<file path="config.mk">
export PLATFORM = sky130hd
export DESIGN_NAME = iis_slave_rx
export DESIGN_NICKNAME = d
export VERILOG_FILES = /design/src/rtl/iis_pkg.sv /design/src/rtl/iis_sync_edge.sv /design/src/rtl/iis_slave_rx.sv
export SDC_FILE = /design/constraint.sdc
export NUM_CORES = 1
export LEC_CHECK = 0
export BUFFER_PORTS_ARGS = -buffer_cell sky130_fd_sc_hd__buf_4
export CAP_MARGIN = 20
export CORE_MARGIN = 2
export CORE_UTILIZATION = 45
export CTS_BUF_LIST = sky130_fd_sc_hd__clkbuf_4 sky130_fd_sc_hd__clkbuf_8
export DETAILED_ROUTE_END_ITERATION = 8
export PLACE_DENSITY = 0.75
export SYNTH_ARGS = -nofsm -noshare
export SYNTH_HDL_FRONTEND = slang
export SYNTH_HIERARCHICAL = 1
export SYNTH_SLANG_ARGS = --single-unit
</file>
<file path="constraint.sdc">
create_clock -name clk_100m -period 3.43 [get_ports clk_100m]
set_input_delay 0.343 -clock clk_100m [delete_from_list [all_inputs] [get_ports clk_100m]]
set_output_delay 0.343 -clock clk_100m [all_outputs]
set_load 0.02 [all_outputs]
</file>
<file path="src/rtl/iis_pkg.sv">
// Shared defaults and FSM encoding for the slave-mode I2S receiver.
package iis_pkg;
   localparam int DATA_W_DEF    = 24;
   localparam int SLOT_BITS_DEF = 32;
   localparam int TIMEOUT_DEF   = 1024;

   typedef enum logic [1:0] {
      IDLE  = 2'd0,
      LEFT  = 2'd1,
      RIGHT = 2'd2
   } state_t;
endpackage

</file>
<file path="src/rtl/iis_sync_edge.sv">
// Two-flop synchroniser with a registered rising-edge pulse.
// The pulse appears three clock edges after the pin changes.
module iis_sync_edge (
   input  logic i_clk,
   input  logic i_rst,
   input  logic i_in,
   output logic o_rise
);
   logic r_meta;
   logic r_sync;
   logic r_dly;
   logic r_rise;

   always_ff @(posedge i_clk or posedge i_rst) begin
      if (i_rst) begin
         r_meta <= 1'b0;
         r_sync <= 1'b0;
         r_dly  <= 1'b0;
         r_rise <= 1'b0;
      end else begin
         r_meta <= i_in;
         r_sync <= r_meta;
         r_dly  <= r_sync;
         r_rise <= r_sync & ~r_dly;
      end
   end

   assign o_rise = r_rise;
endmodule

</file>
<file path="src/rtl/iis_slave_rx.sv">
// Slave-mode I2S receiver: oversamples bclk/lrclk and deserialises stereo samples.
// valid/frame_err appear 4 clk_100m cycles after the completing bclk pin rise.
module iis_slave_rx
   import iis_pkg::*;
#(
   parameter int DATA_W    = DATA_W_DEF,
   parameter int SLOT_BITS = SLOT_BITS_DEF,
   parameter int TIMEOUT   = TIMEOUT_DEF
) (
   input  logic              clk_100m,
   input  logic              rst,
   input  logic              bclk,
   input  logic              lrclk,
   input  logic              sdata_i,
   output logic [DATA_W-1:0] ldata,
   output logic [DATA_W-1:0] rdata,
   output logic              valid,
   output logic              frame_err,
   output logic              locked
);
   localparam int CNT_W = $clog2(SLOT_BITS + 2);
   localparam int TO_W  = $clog2(TIMEOUT + 1);
   localparam logic [CNT_W-1:0] CNT_SAT  = CNT_W'(SLOT_BITS + 1);
   localparam logic [CNT_W-1:0] CNT_GOOD = CNT_W'(SLOT_BITS);
   localparam logic [CNT_W-1:0] CNT_DATA = CNT_W'(DATA_W);
   localparam logic [TO_W-1:0]  TO_LAST  = TO_W'(TIMEOUT - 1);

   logic w_brise;
   logic w_boundary;
   logic w_len_ok;

   // Third stage on lrclk/sdata keeps them aligned with the registered bclk edge pulse.
   logic r_lr_meta, r_lr_sync, r_lr_dly;
   logic r_sd_meta, r_sd_sync, r_sd_dly;

   logic              r_ws_prev;
   logic [CNT_W-1:0]  r_slot_cnt;
   logic [TO_W-1:0]   r_to_cnt;
   logic [DATA_W-1:0] r_shift;
   logic [DATA_W-1:0] r_left_hold;
   logic [DATA_W-1:0] r_ldata;
   logic [DATA_W-1:0] r_rdata;
   logic              r_valid;
   logic              r_frame_err;
   logic              r_locked;
   state_t            r_state;

   iis_sync_edge u_bclk_sync (
      .i_clk  (clk_100m),
      .i_rst  (rst),
      .i_in   (bclk),
      .o_rise (w_brise)
   );

   always_ff @(posedge clk_100m or posedge rst) begin
      if (rst) begin
         r_lr_meta <= 1'b0;
         r_lr_sync <= 1'b0;
         r_lr_dly  <= 1'b0;
         r_sd_meta <= 1'b0;
         r_sd_sync <= 1'b0;
         r_sd_dly  <= 1'b0;
      end else begin
         r_lr_meta <= lrclk;
         r_lr_sync <= r_lr_meta;
         r_lr_dly  <= r_lr_sync;
         r_sd_meta <= sdata_i;
         r_sd_sync <= r_sd_meta;
         r_sd_dly  <= r_sd_sync;
      end
   end

   assign w_boundary = w_brise && (r_lr_dly != r_ws_prev);
   assign w_len_ok   = (r_slot_cnt == CNT_GOOD);

   always_ff @(posedge clk_100m or posedge rst) begin
      if (rst) begin
         r_state     <= IDLE;
         r_ws_prev   <= 1'b0;
         r_slot_cnt  <= '0;
         r_to_cnt    <= '0;
         r_shift     <= '0;
         r_left_hold <= '0;
         r_ldata     <= '0;
         r_rdata     <= '0;
         r_valid     <= 1'b0;
         r_frame_err <= 1'b0;
         r_locked    <= 1'b0;
      end else begin
         r_valid     <= 1'b0;
         r_frame_err <= 1'b0;

         if (w_brise) begin
            r_to_cnt <= '0;
         end else if (r_to_cnt != TO_LAST) begin
            r_to_cnt <= r_to_cnt + 1'b1;
         end

         if (!w_brise && r_to_cnt == TO_LAST) begin
            r_state  <= IDLE;
            r_locked <= 1'b0;
         end else if (w_brise) begin
            r_ws_prev <= r_lr_dly;
            if (w_boundary) begin
               // The boundary bit belongs to the previous slot; it starts the new count at 1.
               r_slot_cnt <= CNT_W'(1);
               r_shift    <= '0;
               case (r_state)
                  IDLE: begin
                     if (!r_lr_dly) r_state <= LEFT;
                  end
                  LEFT: begin
                     if (w_len_ok) begin
                        r_left_hold <= r_shift;
                        r_state     <= RIGHT;
                     end else begin
                        r_frame_err <= 1'b1;
                        r_state     <= IDLE;
                     end
                  end
                  RIGHT: begin
                     if (w_len_ok) begin
                        r_ldata  <= r_left_hold;
                        r_rdata  <= r_shift;
                        r_valid  <= 1'b1;
                        r_locked <= 1'b1;
                        r_state  <= LEFT;
                     end else begin
                        r_frame_err <= 1'b1;
                        r_locked    <= 1'b0;
                        r_state     <= IDLE;
                     end
                  end
                  default: r_state <= IDLE;
               endcase
            end else begin
               if (r_slot_cnt != CNT_SAT) r_slot_cnt <= r_slot_cnt + 1'b1;
               if (r_slot_cnt <= CNT_DATA) r_shift <= {r_shift[DATA_W-2:0], r_sd_dly};
            end
         end
      end
   end

   assign ldata     = r_ldata;
   assign rdata     = r_rdata;
   assign valid     = r_valid;
   assign frame_err = r_frame_err;
   assign locked    = r_locked;
endmodule
</file>
* Word-level counts from Yosys, hierarchy flattened
Cells that the tools add are included.
W data, S select, Z words.
** Word-level totals
- Register bits :: 129
- Input port bits :: 5
- Output and inout bits :: 51
- Word-level logic and storage cells :: 80
** Cells by class
- $add $sub $neg :: 2
- Magnitude comparators :: 1
- Equal/unequal tests :: 8
- Multiplexer cells :: 27
- Bitwise logic cells :: 3
- Reductions and logical operators :: 18
** Operator list (number)
- $mux W24 :: 2
- $mux W11 :: 2
- $mux W1 :: 15
- $mux W6 :: 2
- $reduce_and A3 Y1 :: 4
- $reduce_bool A2 Y1 :: 6
- $add A11 B1 Y11 const B :: 1
- $eq A11 B10 Y1 const B :: 1
- $ne A11 B10 Y1 const B :: 1
- $mux W2 :: 5
- $reduce_and A5 Y1 :: 2
- $add A6 B1 Y6 const B :: 1
- $eq A6 B6 Y1 const B :: 1
- $le A6 B5 Y1 const B :: 1
- $ne A6 B6 Y1 const B :: 1
- $pmux W2 S3 :: 1
- $ne A3 B3 Y1 const B :: 1
- $eq A2 B1 Y1 const B :: 1
- $eq A2 B2 Y1 const B :: 1
- $logic_and A1 B1 Y1 :: 2
- $logic_not A2 Y1 :: 1
- $not A1 Y1 :: 2
- $reduce_and A2 Y1 :: 1
- $reduce_or A2 Y1 :: 1
- other kinds (3) :: 3

* Longest topological paths before layout
- Word-level depth :: 6
- Depth in mapped cells :: 7
- Gate-level depth less buffers :: 6

* Cells and area by module
The synthesis kept the hierarchy.
** Modules (own cells, without submodules)
- iis_slave_rx :: instances 1, cells an instance 395, area each 5024.8 um^2, seq. area each 3128.0 um^2
- iis_sync_edge :: instances 1, cells an instance 6, area each 117.6 um^2, seq. area each 100.1 um^2

* Least setup slack after synthesis
No wires, ideal clock.
- Path kind :: reg2reg
- Start :: register r_slot_cnt[4]
- End :: register r_left_hold[0]
- Setup time :: 0.128 ns
- Arrival time :: 1.613 ns
- Setup slack :: 1.689 ns
- Cell stages (with the launch flop) :: 6
- Buffers on the path :: 1
- Period minus slack after synthesis :: 1.741 ns
- Path through :: dfrtp_1 -> or3b_1 -> nor2_4 -> nand3_4 -> buf_2 -> mux2_1
** On the way
- Word-level cells in the longest chain between the ends :: 2
** RTL lines
- start: declaration :: RTL line iis_slave_rx.sv:37 : logic [CNT_W-1:0] r_slot_cnt;
- start signal: assignment :: RTL line iis_slave_rx.sv:137 : if (r_slot_cnt != CNT_SAT) r_slot_cnt <= r_slot_cnt + 1'b1;
- $eq A6 B6 Y1 :: RTL line iis_slave_rx.sv:74 : assign w_len_ok = (r_slot_cnt == CNT_GOOD);
- $reduce_and A5 Y1 (no line)
- end signal: assignment :: RTL line iis_slave_rx.sv:114 : r_left_hold <= r_shift;
- end: declaration :: RTL line iis_slave_rx.sv:40 : logic [DATA_W-1:0] r_left_hold;
Every way passes these cells.
A chain may end at the register's enable or synchronous reset.

* Worst setup path after layout
- Start :: register r_slot_cnt[4]
- End :: register r_rdata[9], in the netlist rdata[9]
** On the way
- Word-level cells in the longest chain between the ends :: 2
** RTL lines
- $eq A6 B6 Y1 :: RTL line iis_slave_rx.sv:74
- $reduce_and A5 Y1 (no line)
- end signal: assignment :: RTL line iis_slave_rx.sv:124 : r_rdata <= r_shift;
- end: declaration :: RTL line iis_slave_rx.sv:42 : logic [DATA_W-1:0] r_rdata;
Every way passes these cells.

==> run_results.csv <==
group,metric,value,unit
yosys,yosys_warnings,6,
yosys,ys_ff_latch,129,
route,dr.first_iter.drc_count,231,
finish,syn2layout_area_growth,20.51,%
route,drtPass1Iterations,4,
sta,setup_violations,0,
global_route,gr-usage-all-layers,15.85,%
yosys,yosysSeqAreaShare,62.77,%
sta,slew_viol_final,0,
global_route,grt_start_max_net_pins,126,
clocking,clkSinkCount,129,
sta,rsz0062_at_grt,"false",
sta,fin_crit,2.481,ns
floorplan,die_w,110.9,um
floorplan,coreArea,11270,um^2
yosys,synth-edff-count,0,
route,ant_nets,0,
yosys,syn_nets,414,
global_route,antenna_found_initial,0,
clocking,cts_tree,"built",
finish,n_fill_cell,920,
finish,antennaDiodeCount,0,
sta,slew_headroom,31.65,%
worst_setup_path,cpPeakStageDelay,0.51,ns
worst_setup_path,path_class,"flop to flop",
outcome,status,"finished clean",
sta,finClkSkew,0.01039,ns
sta,finalHoldViolCount,0,
sta,period_share,72.33,%
floorplan,die_y,110.9,um
worst_setup_path,required,3.73,ns
clocking,clk_pin_slew,0.08,ns
finish,drive_gt1_share,22.55,%
power,ir_drop,324.6,uV
clocking,cts_max_level,4,
finish,fin_nets,479,
clocking,clk_path_buf_depth,2,
worst_setup_path,slowest_stage,"nand3_2",
power,p_leak,3.163,nW
clocking,clockRootBuffer,"clkbuf_8",
worst_setup_path,cp-start-kind,"flop",
route,dr_wl_met3,358,um
finish,multi_input_area,1800,um^2
yosys,syn-instance-count,401,
yosys,synth_most_common_cell,"dfrtp_1",
yosys,synth_top_area_share,62.77,%
placement,gp_congestion,0.8046,
yosys,synth_area_leaders,"dfrtp_1, mux2_1, nand2_1, a21oi_1, mux2_2",
yosys,synth-main-ff-cell,"dfrtp_1",
placement,hpwl,5771,um
route,wl,9034,um
clocking,cts_setup_buffers,0,
route,post_drt_wl_per_cell,14.52,um
sta,tightestPinTransition,1.025,ns
floorplan,die_area,12300,um^2
run,drv_cap,0,
yosys,async_flop_share,100.0,%
route,top_layer_used,"met4",
floorplan,row_count,39,
route,dr_wl_met2,4394,um
floorplan,io_pins,56,
sta,setup_tns,0,ns
route,wl_met1,4185,um
global_route,grt_remaining_overflow,0,
route,vias,3190,
sta,fin_hold_ws,0.3508,ns
yosys,avgSynthCellArea,12.82,um^2
power,p_per_area,520.9,nW/um^2
yosys,synth_area_leader_cell,"dfrtp_1",
finish,seqCellArea,3228,um^2
global_route,grt_pass1_vias,3277,
worst_setup_path,critical_path.max_fanout,30,
worst_setup_path,worstPathArrival,2.78,ns
sta,max_freq,0.4031,GHz
clocking,post_cts_resized,0,
global_route,grt_pass1_wl,15640,um
yosys,synth.top_cells.by_count,"dfrtp_1, mux2_1, nand2_1, a21oi_1, nor2_1",
yosys,syn_area,5142,um^2
clocking,clk_latency,0.42,ns
placement,port_buffers,55,
worst_setup_path,crit_chain,"or3b_1 > nor2_4 > nand3_2 > buf_12 > mux2_1",
route,drc,0,
yosys,synth.distinct_cells,38,
worst_hold_path,hold_path_class,"flop to flop",
clocking,cts_buffers,17,
worst_setup_path,crit_path_end_kind,"flop",
floorplan,initial_utilization,45.62,%
route,avgViaCountPerCell,5.129,
[critical path, delay by kind of cell, from the launching register on]
family,cells,cell delay [ns]
and+or+nand+nor,3,1.17
DFF,1,0.45
buffers and inverters,1,0.40
muxes,1,0.33
[routing by layer]
metal  vias up  GRT usage, %
met5         -             0
met4         0         6.083
met3        11         4.702
met2        61         25.11
met1      1612         20.74
li1       1506             -
[through the flow]
step | cells | util [%] | power, W | instance area (um^2) | worst slack [ns]
floorplan | 401 | - | 0.001810 | 5146 | 1.548
global placement | 586 | 50.82 | 0.001861 | 5728 | 1.017
detailed placement | 586 | 50.82 | 0.001874 | 5728 | 0.9457
CTS | 622 | 54.98 | 0.003266 | 6197 | 0.9269
global route | 622 | 54.98 | 0.003375 | 6197 | 0.7990
finish | 622 | 54.98 | 0.003228 | 6197 | 0.9492
[what timing repair did]
action | CTS | global route
setup endpoints to repair | 0 | 0
hold endpoints to repair | 7 | 0
hold buffers | 4 | 0
[worst paths after layout]
path	start	end	slack (ns)	cells past startpoint
min	r_sd_sync	r_sd_dly	0.35	0
min reg2reg	r_sd_sync	r_sd_dly	0.35	0
min in group asynchronous	rst	u_bclk_sync/r_dly	0.37	3
max in group asynchronous	rst	r_slot_cnt[2]	2.27	4
max	r_slot_cnt[4]	rdata[9]	0.95	5
max reg2reg	r_slot_cnt[4]	rdata[9]	0.95	5
[sequential cells by signal, indices dropped and copies added, names as in the netlist, 2 cells and up]
register	flops
r_left_hold	24
r_slot_cnt	6
ldata	24
r_to_cnt	11
r_shift	24
r_state	2
rdata	24
[logic make-up after synthesis]
kind of cell / after synthesis / share of synthesized area (%)
adders and majority gates: 8 / 1.947
AOI/OAI and AO/OA: 46 / 5.328
and+or+nand+nor: 105 / 9.684
muxes: 74 / 16.16
buffers and inverters: 30 / 2.433
xor gates and xnor gates: 9 / 1.679
DFF: 129 / 62.77
[where the power goes]
group / leakage (nW) / internal (W) / switching (W)
sequential: 1.76 / 0.00157 / 0.0000540
combinational: 1.18 / 0.0000824 / 0.000138
clock: 0.216 / 0.000743 / 0.000639
[final cells by class]
class                      count  area share [%]
clock buffer                  17           3.775
inverter                      13          0.8480
sequential                   129           52.09
tap                          143           2.887
multi-input combinational    242           29.05
clock inverter                15           3.150
timing repair buffer          63           8.197
[placed cells by master, fill, tap and decap left out, types with 6 or more instances in the layout]
| cell type | count |
|---|---|
| nor2_1 | 16 |
| mux2_1 | 62 |
| ha_1 | 8 |
| buf_4 | 57 |
| clkbuf_8 | 17 |
| inv_6 | 6 |
| mux2_2 | 10 |
| dfrtp_1 | 129 |
| a21oi_1 | 30 |
| nand2_1 | 57 |
| xor2_1 | 8 |
| inv_1 | 12 |
Power figures use the tool's default switching activity.
